**config.mk**
```make
export PLATFORM = sky130hd
export DESIGN_NAME = regfile_write_port_arbiter_flat
export DESIGN_NICKNAME = d
export VERILOG_FILES = /design/src/rtl/regfile_write_port_arbiter_if.sv /design/src/rtl/regfile_write_port_arbiter.sv /design/src/flat_wrapper.sv
export SDC_FILE = /design/constraint.sdc
export NUM_CORES = 1
export LEC_CHECK = 0
export ABC_AREA = 0
export BUFFER_PORTS_ARGS = -buffer_cell sky130_fd_sc_hd__buf_4
export CAP_MARGIN = 20
export CORE_ASPECT_RATIO = 0.9
export CORE_MARGIN = 8
export CORE_UTILIZATION = 40
export CTS_CLUSTER_SIZE = 40
export DETAILED_ROUTE_END_ITERATION = 6
export GPL_TIMING_DRIVEN = 0
export PLACE_DENSITY = 0.58
export SLEW_MARGIN = 20
export SYNTH_ARGS = -nofsm -noshare
export SYNTH_HDL_FRONTEND = slang
export SYNTH_SLANG_ARGS = --single-unit
export TNS_END_PERCENT = 10
```
**constraint.sdc**
```tcl
create_clock -name clk -period 2.45 [get_ports clk]
set_input_delay 0.245 -clock clk [delete_from_list [all_inputs] [get_ports clk]]
set_output_delay 0.245 -clock clk [all_outputs]
set_load 0.02 [all_outputs]
```
**src/rtl/regfile_write_port_arbiter_if.sv**
```systemverilog
// Write-port bundle: WB source, multi-cycle source, register file
// write stream and hazard query/status signals.
interface regfile_write_port_arbiter_if #(
    parameter int DEPTH = 4
);
    localparam int CW = $clog2(DEPTH) + 1;

    logic          wb_reg_write;
    logic [4:0]    wb_write_reg;
    logic [31:0]   wb_write_data;
    logic          mc_valid;
    logic          mc_ready;
    logic [4:0]    mc_write_reg;
    logic [31:0]   mc_write_data;
    logic          reg_write;
    logic [4:0]    write_reg;
    logic [31:0]   write_data;
    logic [4:0]    query_reg1;
    logic [4:0]    query_reg2;
    logic          pending1;
    logic          pending2;
    logic          stall_req;
    logic [CW-1:0] fifo_count;

    modport slave (
        input  wb_reg_write, wb_write_reg, wb_write_data,
        input  mc_valid, mc_write_reg, mc_write_data,
        input  query_reg1, query_reg2,
        output mc_ready, reg_write, write_reg, write_data,
        output pending1, pending2, stall_req, fifo_count
    );

    modport master (
        output wb_reg_write, wb_write_reg, wb_write_data,
        output mc_valid, mc_write_reg, mc_write_data,
        output query_reg1, query_reg2,
        input  mc_ready, reg_write, write_reg, write_data,
        input  pending1, pending2, stall_req, fifo_count
    );
endinterface

```
**src/rtl/regfile_write_port_arbiter.sv**
```systemverilog
// Single register-file write port shared by the WB stage (priority)
// and a FIFO-buffered multi-cycle unit, with pending-write tracking.
module regfile_write_port_arbiter #(
    parameter int DEPTH        = 4,
    parameter int STARVE_LIMIT = 8
) (
    input logic clk,
    input logic rst,
    regfile_write_port_arbiter_if.slave bus
);
    localparam int AW = $clog2(DEPTH);
    localparam int CW = AW + 1;
    localparam int SW = $clog2(STARVE_LIMIT + 1);

    logic [4:0]    r_mem_reg  [DEPTH];
    logic [31:0]   r_mem_data [DEPTH];
    logic [AW-1:0] r_rd_ptr;
    logic [AW-1:0] r_wr_ptr;
    logic [CW-1:0] r_count;
    logic [SW-1:0] r_starve;
    logic          r_stall;
    logic          r_reg_write;
    logic [4:0]    r_write_reg;
    logic [31:0]   r_write_data;

    logic w_wb_req;
    logic w_empty;
    logic w_ready;
    logic w_push;
    logic w_pop;
    logic w_starve_inc;
    logic w_hit1;
    logic w_hit2;

    assign w_wb_req     = bus.wb_reg_write && (bus.wb_write_reg != 5'd0);
    assign w_empty      = (r_count == '0);
    assign w_ready      = !rst && (r_count < CW'(DEPTH));
    // r0 results complete the handshake but are never queued
    assign w_push       = bus.mc_valid && w_ready && (bus.mc_write_reg != 5'd0);
    assign w_pop        = !w_wb_req && !w_empty;
    assign w_starve_inc = w_wb_req && !w_empty;

    always_comb begin
        w_hit1 = 1'b0;
        w_hit2 = 1'b0;
        for (int i = 0; i < DEPTH; i++) begin
            if (CW'(i) < r_count) begin
                if (r_mem_reg[r_rd_ptr + AW'(i)] == bus.query_reg1) w_hit1 = 1'b1;
                if (r_mem_reg[r_rd_ptr + AW'(i)] == bus.query_reg2) w_hit2 = 1'b1;
            end
        end
        if (r_reg_write && r_write_reg == bus.query_reg1) w_hit1 = 1'b1;
        if (r_reg_write && r_write_reg == bus.query_reg2) w_hit2 = 1'b1;
    end

    always_ff @(posedge clk) begin
        if (rst) begin
            r_rd_ptr     <= '0;
            r_wr_ptr     <= '0;
            r_count      <= '0;
            r_starve     <= '0;
            r_stall      <= 1'b0;
            r_reg_write  <= 1'b0;
            r_write_reg  <= 5'd0;
            r_write_data <= 32'd0;
        end else begin
            if (w_push) begin
                r_mem_reg[r_wr_ptr]  <= bus.mc_write_reg;
                r_mem_data[r_wr_ptr] <= bus.mc_write_data;
                r_wr_ptr             <= r_wr_ptr + 1'b1;
            end
            if (w_pop) r_rd_ptr <= r_rd_ptr + 1'b1;
            r_count <= r_count + CW'(w_push) - CW'(w_pop);

            if (w_wb_req) begin
                r_reg_write  <= 1'b1;
                r_write_reg  <= bus.wb_write_reg;
                r_write_data <= bus.wb_write_data;
            end else if (w_pop) begin
                r_reg_write  <= 1'b1;
                r_write_reg  <= r_mem_reg[r_rd_ptr];
                r_write_data <= r_mem_data[r_rd_ptr];
            end else begin
                r_reg_write  <= 1'b0;
            end

            // one-cycle bubble request once the FIFO has lost STARVE_LIMIT times
            if (w_starve_inc && r_starve == SW'(STARVE_LIMIT - 1)) begin
                r_starve <= '0;
                r_stall  <= 1'b1;
            end else if (w_starve_inc) begin
                r_starve <= r_starve + 1'b1;
                r_stall  <= 1'b0;
            end else begin
                r_starve <= '0;
                r_stall  <= 1'b0;
            end
        end
    end

    assign bus.mc_ready   = w_ready;
    assign bus.reg_write  = r_reg_write;
    assign bus.write_reg  = r_write_reg;
    assign bus.write_data = r_write_data;
    assign bus.pending1   = (bus.query_reg1 != 5'd0) && w_hit1;
    assign bus.pending2   = (bus.query_reg2 != 5'd0) && w_hit2;
    assign bus.stall_req  = r_stall;
    assign bus.fifo_count = r_count;
endmodule

```
**src/flat_wrapper.sv**
```systemverilog
// flat-port wrapper written by rule: the top's interface ports become plain ports
module regfile_write_port_arbiter_flat 
#(
    parameter int DEPTH        = 4,
    parameter int STARVE_LIMIT = 8
)
  (clk, rst, bus_wb_reg_write, bus_wb_write_reg, bus_wb_write_data, bus_mc_valid, bus_mc_write_reg, bus_mc_write_data, bus_query_reg1, bus_query_reg2, bus_mc_ready, bus_reg_write, bus_write_reg, bus_write_data, bus_pending1, bus_pending2, bus_stall_req, bus_fifo_count);
  regfile_write_port_arbiter_if #(.DEPTH(DEPTH)) bus_i ();
  input logic clk;
  input logic rst;
  input wire logic [$bits(bus_i.wb_reg_write)-1:0] bus_wb_reg_write;
  input wire logic [$bits(bus_i.wb_write_reg)-1:0] bus_wb_write_reg;
  input wire logic [$bits(bus_i.wb_write_data)-1:0] bus_wb_write_data;
  input wire logic [$bits(bus_i.mc_valid)-1:0] bus_mc_valid;
  input wire logic [$bits(bus_i.mc_write_reg)-1:0] bus_mc_write_reg;
  input wire logic [$bits(bus_i.mc_write_data)-1:0] bus_mc_write_data;
  input wire logic [$bits(bus_i.query_reg1)-1:0] bus_query_reg1;
  input wire logic [$bits(bus_i.query_reg2)-1:0] bus_query_reg2;
  output wire logic [$bits(bus_i.mc_ready)-1:0] bus_mc_ready;
  output wire logic [$bits(bus_i.reg_write)-1:0] bus_reg_write;
  output wire logic [$bits(bus_i.write_reg)-1:0] bus_write_reg;
  output wire logic [$bits(bus_i.write_data)-1:0] bus_write_data;
  output wire logic [$bits(bus_i.pending1)-1:0] bus_pending1;
  output wire logic [$bits(bus_i.pending2)-1:0] bus_pending2;
  output wire logic [$bits(bus_i.stall_req)-1:0] bus_stall_req;
  output wire logic [$bits(bus_i.fifo_count)-1:0] bus_fifo_count;
  assign bus_i.wb_reg_write = bus_wb_reg_write;
  assign bus_i.wb_write_reg = bus_wb_write_reg;
  assign bus_i.wb_write_data = bus_wb_write_data;
  assign bus_i.mc_valid = bus_mc_valid;
  assign bus_i.mc_write_reg = bus_mc_write_reg;
  assign bus_i.mc_write_data = bus_mc_write_data;
  assign bus_i.query_reg1 = bus_query_reg1;
  assign bus_i.query_reg2 = bus_query_reg2;
  assign bus_mc_ready = bus_i.mc_ready;
  assign bus_reg_write = bus_i.reg_write;
  assign bus_write_reg = bus_i.write_reg;
  assign bus_write_data = bus_i.write_data;
  assign bus_pending1 = bus_i.pending1;
  assign bus_pending2 = bus_i.pending2;
  assign bus_stall_req = bus_i.stall_req;
  assign bus_fifo_count = bus_i.fifo_count;
  regfile_write_port_arbiter #(.DEPTH(DEPTH), .STARVE_LIMIT(STARVE_LIMIT)) u_core (.clk(clk), .rst(rst), .bus(bus_i));
endmodule
```
# --- Word level (Yosys, flattened, before mapping) ---
# Memories as Yosys holds them, arrays and structs flattened. A register that Yosys moved wholly into a read port is not among the register bits.
# Cells that the tools add are included.
op_classes:
  order_cmp: 5
  n_mux: 32
  add_sub_neg: 7
  eq_ne: 11
  reduce_logical: 21
  bitwise_logic: 1
ops:
  columns: ["cell", "n"]
  rows:
  - ["$mux 32", 2]
  - ["$eq 5x5->1", 10]
  - ["$mux 1", 24]
  - ["$reduce_bool 5->1", 4]
  - ["$logic_and 1x1->1", 11]
  - ["$mux 5", 2]
  - ["$mux 2", 4]
  - ["$lt 1x3->1 const A", 2]
  - ["$lt 2x3->1 const A", 2]
  - ["$add 2x1->2 const B", 2]
  - ["$add 2x2->2 const B", 2]
  - ["$add 4x1->4 const B", 1]
  - ["$eq 4x3->1 const B", 1]
  - ["$add 3x1->3", 1]
  - ["$logic_not 1->1", 3]
  - ["$logic_not 3->1", 1]
  - ["$lt 3x3->1 const B", 1]
  - ["$reduce_or 3->1", 1]
  - ["$sub 3x1->3", 1]
  - ["$reduce_bool 2->1", 1]
  - ["$not 1->1", 1]
totals:
  memories: 2
  elab_cells: 87
  output_inout_bits: 45
  input_bits: 88
  ramBits: 148
  register_bits: 50
memory_table:
  columns: ["memory", "words", "word_bits", "read_ports", "rd_ports_with_merged_regs", "write_ports", "line_no", "rtl"]
  rows:
  - ["u_core.r_mem_data", 4, 32, 1, 1, 1, "regfile_write_port_arbiter.sv:16", "logic [31:0] r_mem_data [DEPTH];"]
  - ["u_core.r_mem_reg", 4, 5, 4, 1, 1, "regfile_write_port_arbiter.sv:15", "logic [4:0] r_mem_reg [DEPTH];"]

# --- Logic depth before layout (Yosys ltp) ---
# Gate-level depths: netlist of run 1.
logic_depth:
  ltp_word: 11
  mapped_depth: 10
  mapped_depth_nobuf: 10

# --- Worst setup path before layout of run 1 ---
# Ideal clock, no wire load.
synth_path:
  path_type: "flip-flop to flip-flop"
  startpoint: "register u_core.r_count[2] (netlist: u_core.bus.fifo_count[2])"
  endpoint: "memory u_core.r_mem_data[1][0], enable pin"
  synth_period_minus_slack_ps: 2574
  n_path_buf: 0
  t_arrival_ps: 2176
  setup_time_ps: 398
  path_stages_with_launch: 5
  required_ps: 2052
  setup_slack_ps: -124
  path_cell_list: "dfxtp_1 nor2_1 nand2_1 a21oi_1 and2_1"
synth_via:
  elab_chain_cells: 7
synth_lines:
  columns: ["element", "line_no", "rtl"]
  rows:
  - ["from (decl)", "regfile_write_port_arbiter.sv:19", "logic [CW-1:0] r_count;"]
  - ["from (signal assigned)", "regfile_write_port_arbiter.sv:73", "r_count <= r_count + CW'(w_push) - CW'(w_pop);"]
  - ["$lt 3x3->1", "regfile_write_port_arbiter.sv:37", "assign w_ready = !rst && (r_count < CW'(DEPTH));"]
  - ["$logic_and 1x1->1", "regfile_write_port_arbiter.sv:37", null]
  - ["net bus_mc_ready", "flat_wrapper.sv:19", "output wire logic [$bits(bus_i.mc_ready)-1:0] bus_mc_ready;"]
  - ["$logic_and 1x1->1 (2 in a row)", "regfile_write_port_arbiter.sv:39", "assign w_push = bus.mc_valid && w_ready && (bus.mc_write_reg != 5'd0);"]
  - ["net u_core.w_push", "regfile_write_port_arbiter.sv:29", "logic w_push;"]
  - ["$mux 1", "regfile_write_port_arbiter.sv:67", "if (w_push) begin"]
  - ["$mux 1", "regfile_write_port_arbiter.sv:57", "if (rst) begin"]
  - ["$mux 1 (implied by the code)", "regfile_write_port_arbiter.sv:69", "r_mem_data[r_wr_ptr] <= bus.mc_write_data;"]
  - ["to (decl)", "regfile_write_port_arbiter.sv:16", null]
# The timed path passes the listed nets, and every way through them passes these cells.

==> results of run 1 <==
## per-layer routing
layer | GRT usage [%] | vias to the layer above
met5 | 0 | -
met4 | 4.10 | 0
met3 | 4.91 | 6
met2 | 27.6 | 154
met1 | 20.0 | 2637
li1 | - | 2396
## per-stage QoR
stage	util (%)	cell area, sq um
2_1_floorplan	-	8660
3_3_place_gp	46.3	9940
3_5_place_dp	46.4	9940
4_1_cts	49.8	10700
5_1_grt	50.1	10700
6_report	50.1	10700
## final timing paths
path                                  from  cells past startpoint                       end
setup / recovery                 flip-flop                      7              bus_pending1
hold / removal       bus_mc_write_data[27]                      1  u_core.r_mem_data[0][27]
setup reg to reg  u_core.bus.fifo_count[1]                      9  u_core.bus.fifo_count[2]
hold reg to reg         u_core.r_starve[3]                      1      u_core.bus.stall_req
## layout make-up
class                   count  area (sq um)
plain buffers              38           206
clock buffers              18           439
clock inverters            14           164
fillers                  1893         10700
inverters                   8          30.0
multi-input cells         294          3010
flip-flops and latches    200          5490
well taps                 291           364
repair buffers            135          1050
## critical path, cell delays in order, from the launching register on
cell and delay (ns):
dfxtp_1 0.34, buf_8 0.17, mux4_2 0.58, xor2_1 0.17
nor4_1 0.31, a311oi_1 0.16, a21oi_1 0.16, buf_4 0.16
## cells in the mapped netlist (all sizes together), types with 4 or more instances
master | number | area share, %
ha | 9 | 1.3
xor2 | 32 | 3.2
a211oi | 35 | 3.0
xnor2 | 23 | 2.3
nor4 | 8 | 0.65
nor3 | 4 | 0.23
nand2 | 6 | 0.26
dfxtp | 52 | 12
buf | 17 | 1.2
nor2 | 51 | 2.2
and2 | 4 | 0.29
mux2i | 38 | 4.4
inv | 8 | 0.35
a21oi | 4 | 0.23
clkbuf | 22 | 0.95
edfxtp | 148 | 51
mux4 | 51 | 13
nand3 | 5 | 0.29
## power by group through the flow
stage | combinational (mW) | clock (mW) | sequential [mW]
after floorplan | 2.13 | 0 | 4.25
after global placement | 3.16 | 0 | 4.12
after detailed placement | 3.22 | 0 | 4.13
after CTS | 3.30 | 2.87 | 4.09
after global routing | 3.57 | 2.99 | 4.12
final | 3.28 | 2.81 | 4.09
## logic make-up (layout without fill, tap and decap cells)
kind of cell               Yosys count  count (layout)  synth area share, %
buffers and inverters               47             213                 2.54
muxes                               92              92                 18.2
DFF                                200             200                 63.4
adders and majority gates           10              10                 1.53
AOI/OAI and AO/OA                   47              47                 3.89
xor gates and xnor gates            55              55                 5.57
and+or+nand+nor                     90              90                 4.90
## repair_timing
| action | in CTS | in global routing |
|---|---|---|
| endpoints found under the setup margin | 2 | 152 |
| endpoints found under the hold margin | 25 | 12 |
| hold buffers | 7 | 3 |
| setup buffers | 1 | 1 |
| gates resized for setup | 17 | 7 |
| pin swaps | 9 | 5 |
| gates cloned | 1 | 0 |
==> impl_metrics.toml, run 1 <==
[timing]
post-route-min-period_ns = 2.71
fmax_mhz = 369
setup_tns_ns = -0.500
hold_viol = 0
report.final.slew_viol_count = 0
worst_hold_slack_ns = 0.0135
tightestPinTransition_ns = 0.908
setup_viol = 2
rsz0062_at_grt = "true"
clock_skew_ns = 0.0245
finalCritPeriodShare_pct = 111
relSlewSlack_pct = 39.5
setup_slack_ns = -0.259

[logic_synthesis]
synthCells = 541
ys_ff_latch = 200
synth.net_count = 639
synth-edff-count = 148
netlist_area_sq_um = 8650
synth_seq_area_share_pct = 63.4
avgSynthCellArea_sq_um = 16.0
yosysUniqueCellTypes = 39
async_flop_share_pct = 0
ys_warn_count = 0
synth_ff_type = "edfxtp_1"

[setup_path]
critPathRequiredTime_ns = 2.20
worstSetupPathType = "flip-flop to output pin"
end_kind = "output pin"
cp_max_fo = 10
cp.arrival_ns = 2.46
cp-start-kind = "flip-flop"
rrSetupSlack_ns = 0.35

[clock_tree]
cts_root_buf = "clkbuf_16"
cts_tree = "done"
cts_max_level = 4
clk_latency_ns = 0.43
clock_path_buffers = 2
numCtsBuffers = 17
path_clk_slew_ns = 0.07
clock_sinks = 200

[grt]
grt.total_usage_pct = 16.3
antenna_found_initial = 0
grt_pass1_wl_mm = 32.6
grt_max_degree = 38
first_global_vias = 5787
grt-ovfl-total = 0

[routing]
met2_wirelength_mm = 10.7
wire_per_inst_um = 21.3
routed_wl_mm = 21.3
via_per_inst = 5.20
firstDrtPassIters = 5
routed.top_layer = "met4"
wl_met1_mm = 8.84
dr_wl_met3_mm = 1.60
dr_total_vias = 5193
antenna_left = 0
drt-initial-drc-count = 286
drc = 0

[power]
netSwitchingFraction_pct = 30.6
power_leakage_nw = 3.87
pwr-share-seq_pct = 40.2
combPwrFrac_pct = 32.2
clockPowerShare_pct = 27.6
total_power_mw = 10.2
switching_power_mw = 3.11
p_per_area_nw_per_um2 = 948
peakVddDrop_v = 0.000637
power.internal_mw = 7.07

[layout]
largest_reg_flops = 128
diodes = 0
syn2layout_area_growth_pct = 24.2
mostFrequentLayoutCell = "edfxtp_1"
layout-drive-gt1-share_pct = 34.1
fin_cells = 998
final_cell_mix = "148 x edfxtp_1, 124 x buf_4, 51 x nor2_1"
nets = 792

[outcome]
violations = "setup timing"
status = "finished with violations"

[die]
rows = 51
die_y_um = 156
dieArea_sq_um = 26600
coreArea_sq_um = 21400
ioPinCount = 133
die_w_um = 171
start_util_pct = 40.4

[place]
dpl.hpwl_mm = 14.8
dp_slack_ns = -0.323
routabilityCongestion = 0.880
dp_cells = 954
io_buffers = 122

[hold_path]
hold_class = "primary input to flip-flop"

[run]
maxCapViolCount = 0
(Power assumes the default switching activity.)
==> run 2, diff against run 1 <==
--- a/config.mk
+++ b/config.mk
@@ -6,15 +6,15 @@
 export NUM_CORES = 1
 export LEC_CHECK = 0
 export ABC_AREA = 0
-export BUFFER_PORTS_ARGS = -buffer_cell sky130_fd_sc_hd__buf_4
 export CAP_MARGIN = 20
 export CORE_ASPECT_RATIO = 0.9
 export CORE_MARGIN = 8
 export CORE_UTILIZATION = 40
 export CTS_CLUSTER_SIZE = 40
 export DETAILED_ROUTE_END_ITERATION = 6
+export DONT_BUFFER_PORTS = 1
 export GPL_TIMING_DRIVEN = 0
-export PLACE_DENSITY = 0.58
+export PLACE_DENSITY = 0.52
 export SLEW_MARGIN = 20
 export SYNTH_ARGS = -nofsm -noshare
 export SYNTH_HDL_FRONTEND = slang
==> run 2 against run 1 <==
The run still ends with setup timing left. Count of clock-buffer cells in the layout is the same. Worst hold slack improved by 0.020 ns. Fmax rose by 1.2%. Non-clock buffer count fell by 54. Clock skew decreased by 0.0089 ns. Core utilization shrank 1.1 points. Highest routed layer unchanged.
==> impl_metrics.toml, run 2 (synthesis gave the netlist of run 1 again) <==
[setup_path]
cp_max_fo = 5
crit_end = "bus_pending1"
crit_buf_inv = 1
cp-start-kind = "flip-flop"
crit_path_cell_trace = "buf_6 > mux4_2 > xnor2_1 > nand4_1 > nor4b_2 > a311oi_2 > a21oi_2"
r2r-end = "u_core.r_mem_data[3][7]"
critPathRequiredTime_ns = 2.20
critPathSlowestCell = "mux4_2"
rrSetupSlack_ns = 0.17
max_stage_delay_ns = 0.55
cp-startpoint = "u_core.r_rd_ptr[0]"
critPathTopFamily = "multiplexers"
end_kind = "output pin"
rr_startpoint = "u_core.bus.fifo_count[2]"
cp_num_cells = 7
worstSetupPathType = "flip-flop to output pin"
worstRegToRegCells = 4
cp.arrival_ns = 2.43

[power]
power_leakage_nw = 3.54
p_per_area_nw_per_um2 = 938
total_power_mw = 9.87
peakVddDrop_v = 0.000530

[layout]
final_core_util_pct = 49.1
fillers = 1882
layout-drive-gt1-share_pct = 19.6
nets = 739
mostFrequentLayoutCell = "edfxtp_1"
final_cell_mix = "148 x edfxtp_1, 74 x dlygate4sd3_1, 50 x nor2_1, 50 x mux4_2, 50 x dfxtp_1"
fin_area_sq_um = 10500
largest_reg_flops = 128
syn2layout_area_growth_pct = 21.5

[timing]
post-route-min-period_ns = 2.68
finalCritPeriodShare_pct = 109
report.final.slew_viol_count = 0
fmax_mhz = 373
setup_tns_ns = -0.453
clock_skew_ns = 0.0155
rsz0062_at_grt = "true"
relSlewSlack_pct = 43.5
tightestPinTransition_ns = 0.848
hold_viol = 0
setup_viol = 2
setup_slack_ns = -0.228

[die]
rows = 51
coreArea_sq_um = 21400
die_y_um = 156
die_w_um = 171
dieArea_sq_um = 26600
start_util_pct = 40.4
ioPinCount = 133

[clock_tree]
clock_sinks = 200
clock_path_buffers = 2
path_clk_slew_ns = 0.07
cts_tree = "done"
numCtsBuffers = 17
cts_max_level = 4
cts_root_buf = "clkbuf_16"
clk_latency_ns = 0.43

[routing]
firstDrtPassIters = 4
antenna_left = 0
routed_wl_mm = 21.3
drc = 0
via_per_inst = 5.27
dr_total_vias = 4993
wire_per_inst_um = 22.5
drt-initial-drc-count = 275

[grt]
grt_max_degree = 38
antenna_found_initial = 2
grt-ovfl-total = 0
first_global_vias = 5465
grt.total_usage_pct = 16.6
grt_pass1_wl_mm = 32.7

[outcome]
status = "finished with violations"
violations = "setup timing"

[run]
maxCapViolCount = 0

[place]
io_buffers = 0
routabilityCongestion = 0.859
dpl-instance-area_sq_um = 9050
dpl.hpwl_mm = 14.3

[hold_path]
hold_class = "primary input to flip-flop"
## run 2: final cells by class
type	count	area (sq um)	area share, %
multi-input combinational	295	3040	28.9
tap	291	364	3.46
sequential	200	5490	52.2
buffer	38	211	2.01
inverter	8	30.0	0.285
clock buffer	18	429	4.08
timing repair buffer	81	813	7.73
clock inverter	14	141	1.34
antenna	2	5.00	0.0476
## run 2: worst min path at each step
stage | startpoint | end | slack (ns) | depth (start not counted)
finish | bus_wb_write_data[31] | u_core.bus.write_data[31] | 0.03 | 2
global route | rst | u_core.bus.stall_req | 0.04 | 2
CTS | bus_wb_write_data[31] | u_core.bus.write_data[31] | 0.006 | 2
detailed placement | bus_mc_write_data[22] | u_core.r_mem_data[3][22] | 0.34 | 0
global placement | bus_mc_write_data[22] | u_core.r_mem_data[2][22] | 0.34 | 0
floorplan | bus_mc_write_data[0] | u_core.r_mem_data[0][0] | 0.34 | 0
## run 2: per-stage QoR
step / cells / hold WS (ns) / setup slack (ns)
3_5_place_dp: 833 / 0.344 / -0.787
2_1_floorplan: 541 / 0.344 / -0.124
4_1_cts: 945 / 0.00609 / -0.262
5_1_grt: 947 / 0.0378 / -0.322
3_3_place_gp: 832 / 0.344 / -1.43
6_report: 947 / 0.0337 / -0.228
## run 2: timing repair
item	4_1_cts	5_1_grt
hold buffers	74	0
gates cloned	2	0
buffers inserted	5	0
endpoints found under the hold margin	184	0
pin swaps	6	3
resized for setup	21	8
endpoints found under the setup margin	152	4
## run 2: per-layer routing
layer | track usage (%) | part of all wire, % | vias to the layer above
met2 | 27.6 | 50 | 128
li1 | - | - | 2295
met5 | 0 | 0 | -
met1 | 21.0 | 43 | 2555
met3 | 4.73 | 6.0 | 15
met4 | 4.43 | 1.0 | 0
## run 2: power breakdown
part | internal [mW] | leakage (nW) | switching [mW] | total [mW]
combinational | 1.46 | 1.50 | 1.45 | 2.91
clock | 1.35 | 0.274 | 1.32 | 2.68
sequential | 3.90 | 1.77 | 0.388 | 4.28
total | 6.71 | 3.54 | 3.16 | 9.87
## run 2: worst reg2reg max path: cells and delay by family, from the launching register on
| family | cells | cell delay (ns) |
|---|---|---|
| flops | 1 | 0.47 |
| compound gates | 1 | 0.30 |
| simple gates | 3 | 1.14 |
==> run 3, diff against run 2 <==
--- a/config.mk
+++ b/config.mk
@@ -9,12 +9,12 @@
 export CAP_MARGIN = 20
 export CORE_ASPECT_RATIO = 0.9
 export CORE_MARGIN = 8
-export CORE_UTILIZATION = 40
+export CORE_UTILIZATION = 55
 export CTS_CLUSTER_SIZE = 40
 export DETAILED_ROUTE_END_ITERATION = 6
 export DONT_BUFFER_PORTS = 1
 export GPL_TIMING_DRIVEN = 0
-export PLACE_DENSITY = 0.52
+export PLACE_DENSITY = 0.69
 export SLEW_MARGIN = 20
 export SYNTH_ARGS = -nofsm -noshare
 export SYNTH_HDL_FRONTEND = slang
==> run 3 against run 2 <==
The run still ends with setup timing left. Cell count shrank 9.8%. Clock skew is 0.0037 ns lower. Via count increased by 3.3%. Sequential share of layout area increased by 0.68 points. Critical endpoint unchanged. Largest cell class unchanged. Highest routed layer unchanged.
==> impl_metrics.toml, run 3 (synthesis gave the netlist of run 1 again) <==
[grt]
grt_max_degree = 25
first_global_vias = 5514
grt-ovfl-total = 0
grt_pass1_wl_mm = 30.7
grt.total_usage_pct = 20.4
antenna_found_initial = 1

[hold_path]
hold_class = "primary input to flip-flop"
hold_depth = 2
min_from = "bus_wb_write_data[14]"
min_to = "u_core.bus.write_data[14]"

[setup_path]
end_kind = "output pin"
cp_max_fo = 5
crit_buf_inv = 1
critPathTopFamily = "multiplexers"
cp.arrival_ns = 2.44
critPathSlowestCell = "mux4_2"
cp-start-kind = "flip-flop"
worstSetupPathType = "flip-flop to output pin"
rrSetupSlack_ns = 0.15
max_stage_delay_ns = 0.56
rr_startpoint = "u_core.bus.fifo_count[2]"
r2r-end = "u_core.bus.fifo_count[2]"
worstRegToRegCells = 9
critPathRequiredTime_ns = 2.20
crit_path_cell_trace = "buf_8 > mux4_2 > xnor2_2 > nand4_1 > nor4b_2 > a311oi_2 > a21oi_2"

[clock_tree]
numCtsBuffers = 17
cts_root_buf = "clkbuf_16"
cts_max_level = 4
clk_latency_ns = 0.44
clock_path_buffers = 2
clock_sinks = 200
cts_tree = "done"
path_clk_slew_ns = 0.07

[layout]
fillers = 1079
fin_cells = 854
syn2layout_area_growth_pct = 20.0
nets = 736
largest_reg_flops = 128
mostFrequentLayoutCell = "edfxtp_1"
regArea_sq_um = 5490
final_cell_mix = "148 x edfxtp_1, 66 x dlygate4sd3_1, 51 x mux4_2"
layout-drive-gt1-share_pct = 20.3
multiInputGateArea_sq_um = 3030

[power]
total_power_mw = 9.90
clockPowerShare_pct = 27.1
p_per_area_nw_per_um2 = 953
netSwitchingFraction_pct = 31.3
power_leakage_nw = 3.54
pwr-share-seq_pct = 43.3
power.internal_mw = 6.81
peakVddDrop_v = 0.000893
switching_power_mw = 3.10
combPwrFrac_pct = 29.6

[timing]
rsz0062_at_grt = "true"
worst_hold_slack_ns = 0.0112
setup_slack_ns = -0.239
hold_viol = 0
relSlewSlack_pct = 43.5
finalCritPeriodShare_pct = 110
report.final.slew_viol_count = 0
tightestPinTransition_ns = 0.848
post-route-min-period_ns = 2.69
setup_tns_ns = -0.464
setup_viol = 2
fmax_mhz = 372
clock_skew_ns = 0.0119

[place]
io_buffers = 0
routabilityCongestion = 0.893
dp_cells = 746
dpl.hpwl_mm = 13.5

[routing]
drc = 0
dr_total_vias = 5157
routed_wl_mm = 20.0
firstDrtPassIters = 5
antenna_left = 0
wire_per_inst_um = 23.4
via_per_inst = 6.04
drt-initial-drc-count = 403

[die]
die_y_um = 135
coreArea_sq_um = 15400
rows = 43
dieArea_sq_um = 20000
start_util_pct = 56.2
die_w_um = 148
ioPinCount = 133

[run]
maxCapViolCount = 0

[outcome]
status = "finished with violations"
violations = "setup timing"
[run 3: cell count changes in the layout (fill, tap and decap cells not counted), moves of 2 or more]
cell,delta
clkinv_8,-2
buf_4,+3
nor4_1,+2
nor4_2,-2
clkinv_4,-2
buf_8,+2
inv_6,+2
dlygate4sd3_1,-8
[run 3: metal layers]
layer | part of all wire [%] | GRT usage, % | wire, um
met1 | 41 | 24.5 | 8110
met2 | 49 | 33.7 | 9840
met3 | 8.4 | 6.89 | 1690
met4 | 1.8 | 7.53 | 354
met5 | 0 | 0 | 0
[run 3: area by class of cell]
cell class	instances	share of cell area (%)
flip-flops and latches	200	52.9
multi-input cells	295	29.2
repair buffers	78	7.77
clock buffers	18	4.13
well taps	202	2.43
plain buffers	38	1.99
clock inverters	14	1.34
inverters	8	0.289
diodes	1	0.0241
[run 3: worst max path at each step]
stage / slack, ns / endpoint / cells after the start / startpoint
6_report: -0.24 / bus_pending1 / 7 / u_core.r_rd_ptr[0]
5_1_grt: -0.32 / bus_pending1 / 6 / flip-flop
4_1_cts: -0.26 / bus_pending2 / 7 / u_core.r_rd_ptr[0]
3_5_place_dp: -0.58 / u_core.r_mem_data[1][28] / 4 / u_core.bus.fifo_count[2]
3_3_place_gp: -1.22 / u_core.r_mem_data[2][3] / 4 / u_core.bus.fifo_count[2]
2_1_floorplan: -0.12 / u_core.r_mem_data[3][0] / 4 / u_core.bus.fifo_count[2]
[run 3: power groups by stage]
stage / sequential [mW] / combinational, mW / clock [mW]
2_1_floorplan: 4.25 / 2.13 / 0
3_3_place_gp: 4.33 / 2.57 / 0
3_5_place_dp: 4.33 / 2.64 / 0
4_1_cts: 4.28 / 2.88 / 2.71
5_1_grt: 4.32 / 3.15 / 2.84
6_report: 4.29 / 2.93 / 2.68
[run 3: through the flow]
step	util [%]	setup WS (ns)	area [sq um]
2_1_floorplan	-	-0.124	8660
3_3_place_gp	57.9	-1.22	8910
3_5_place_dp	58.4	-0.581	8990
4_1_cts	67.1	-0.265	10300
5_1_grt	67.5	-0.315	10400
6_report	67.5	-0.239	10400
[run 3: timing repair]
item | CTS | global route
endpoints found under the hold margin | 176 | 0
cloned | 2 | 0
hold buffers | 66 | 0
pin swaps | 10 | 7
buffers inserted | 7 | 1
endpoints found under the setup margin | 152 | 73
gates resized for setup | 21 | 12
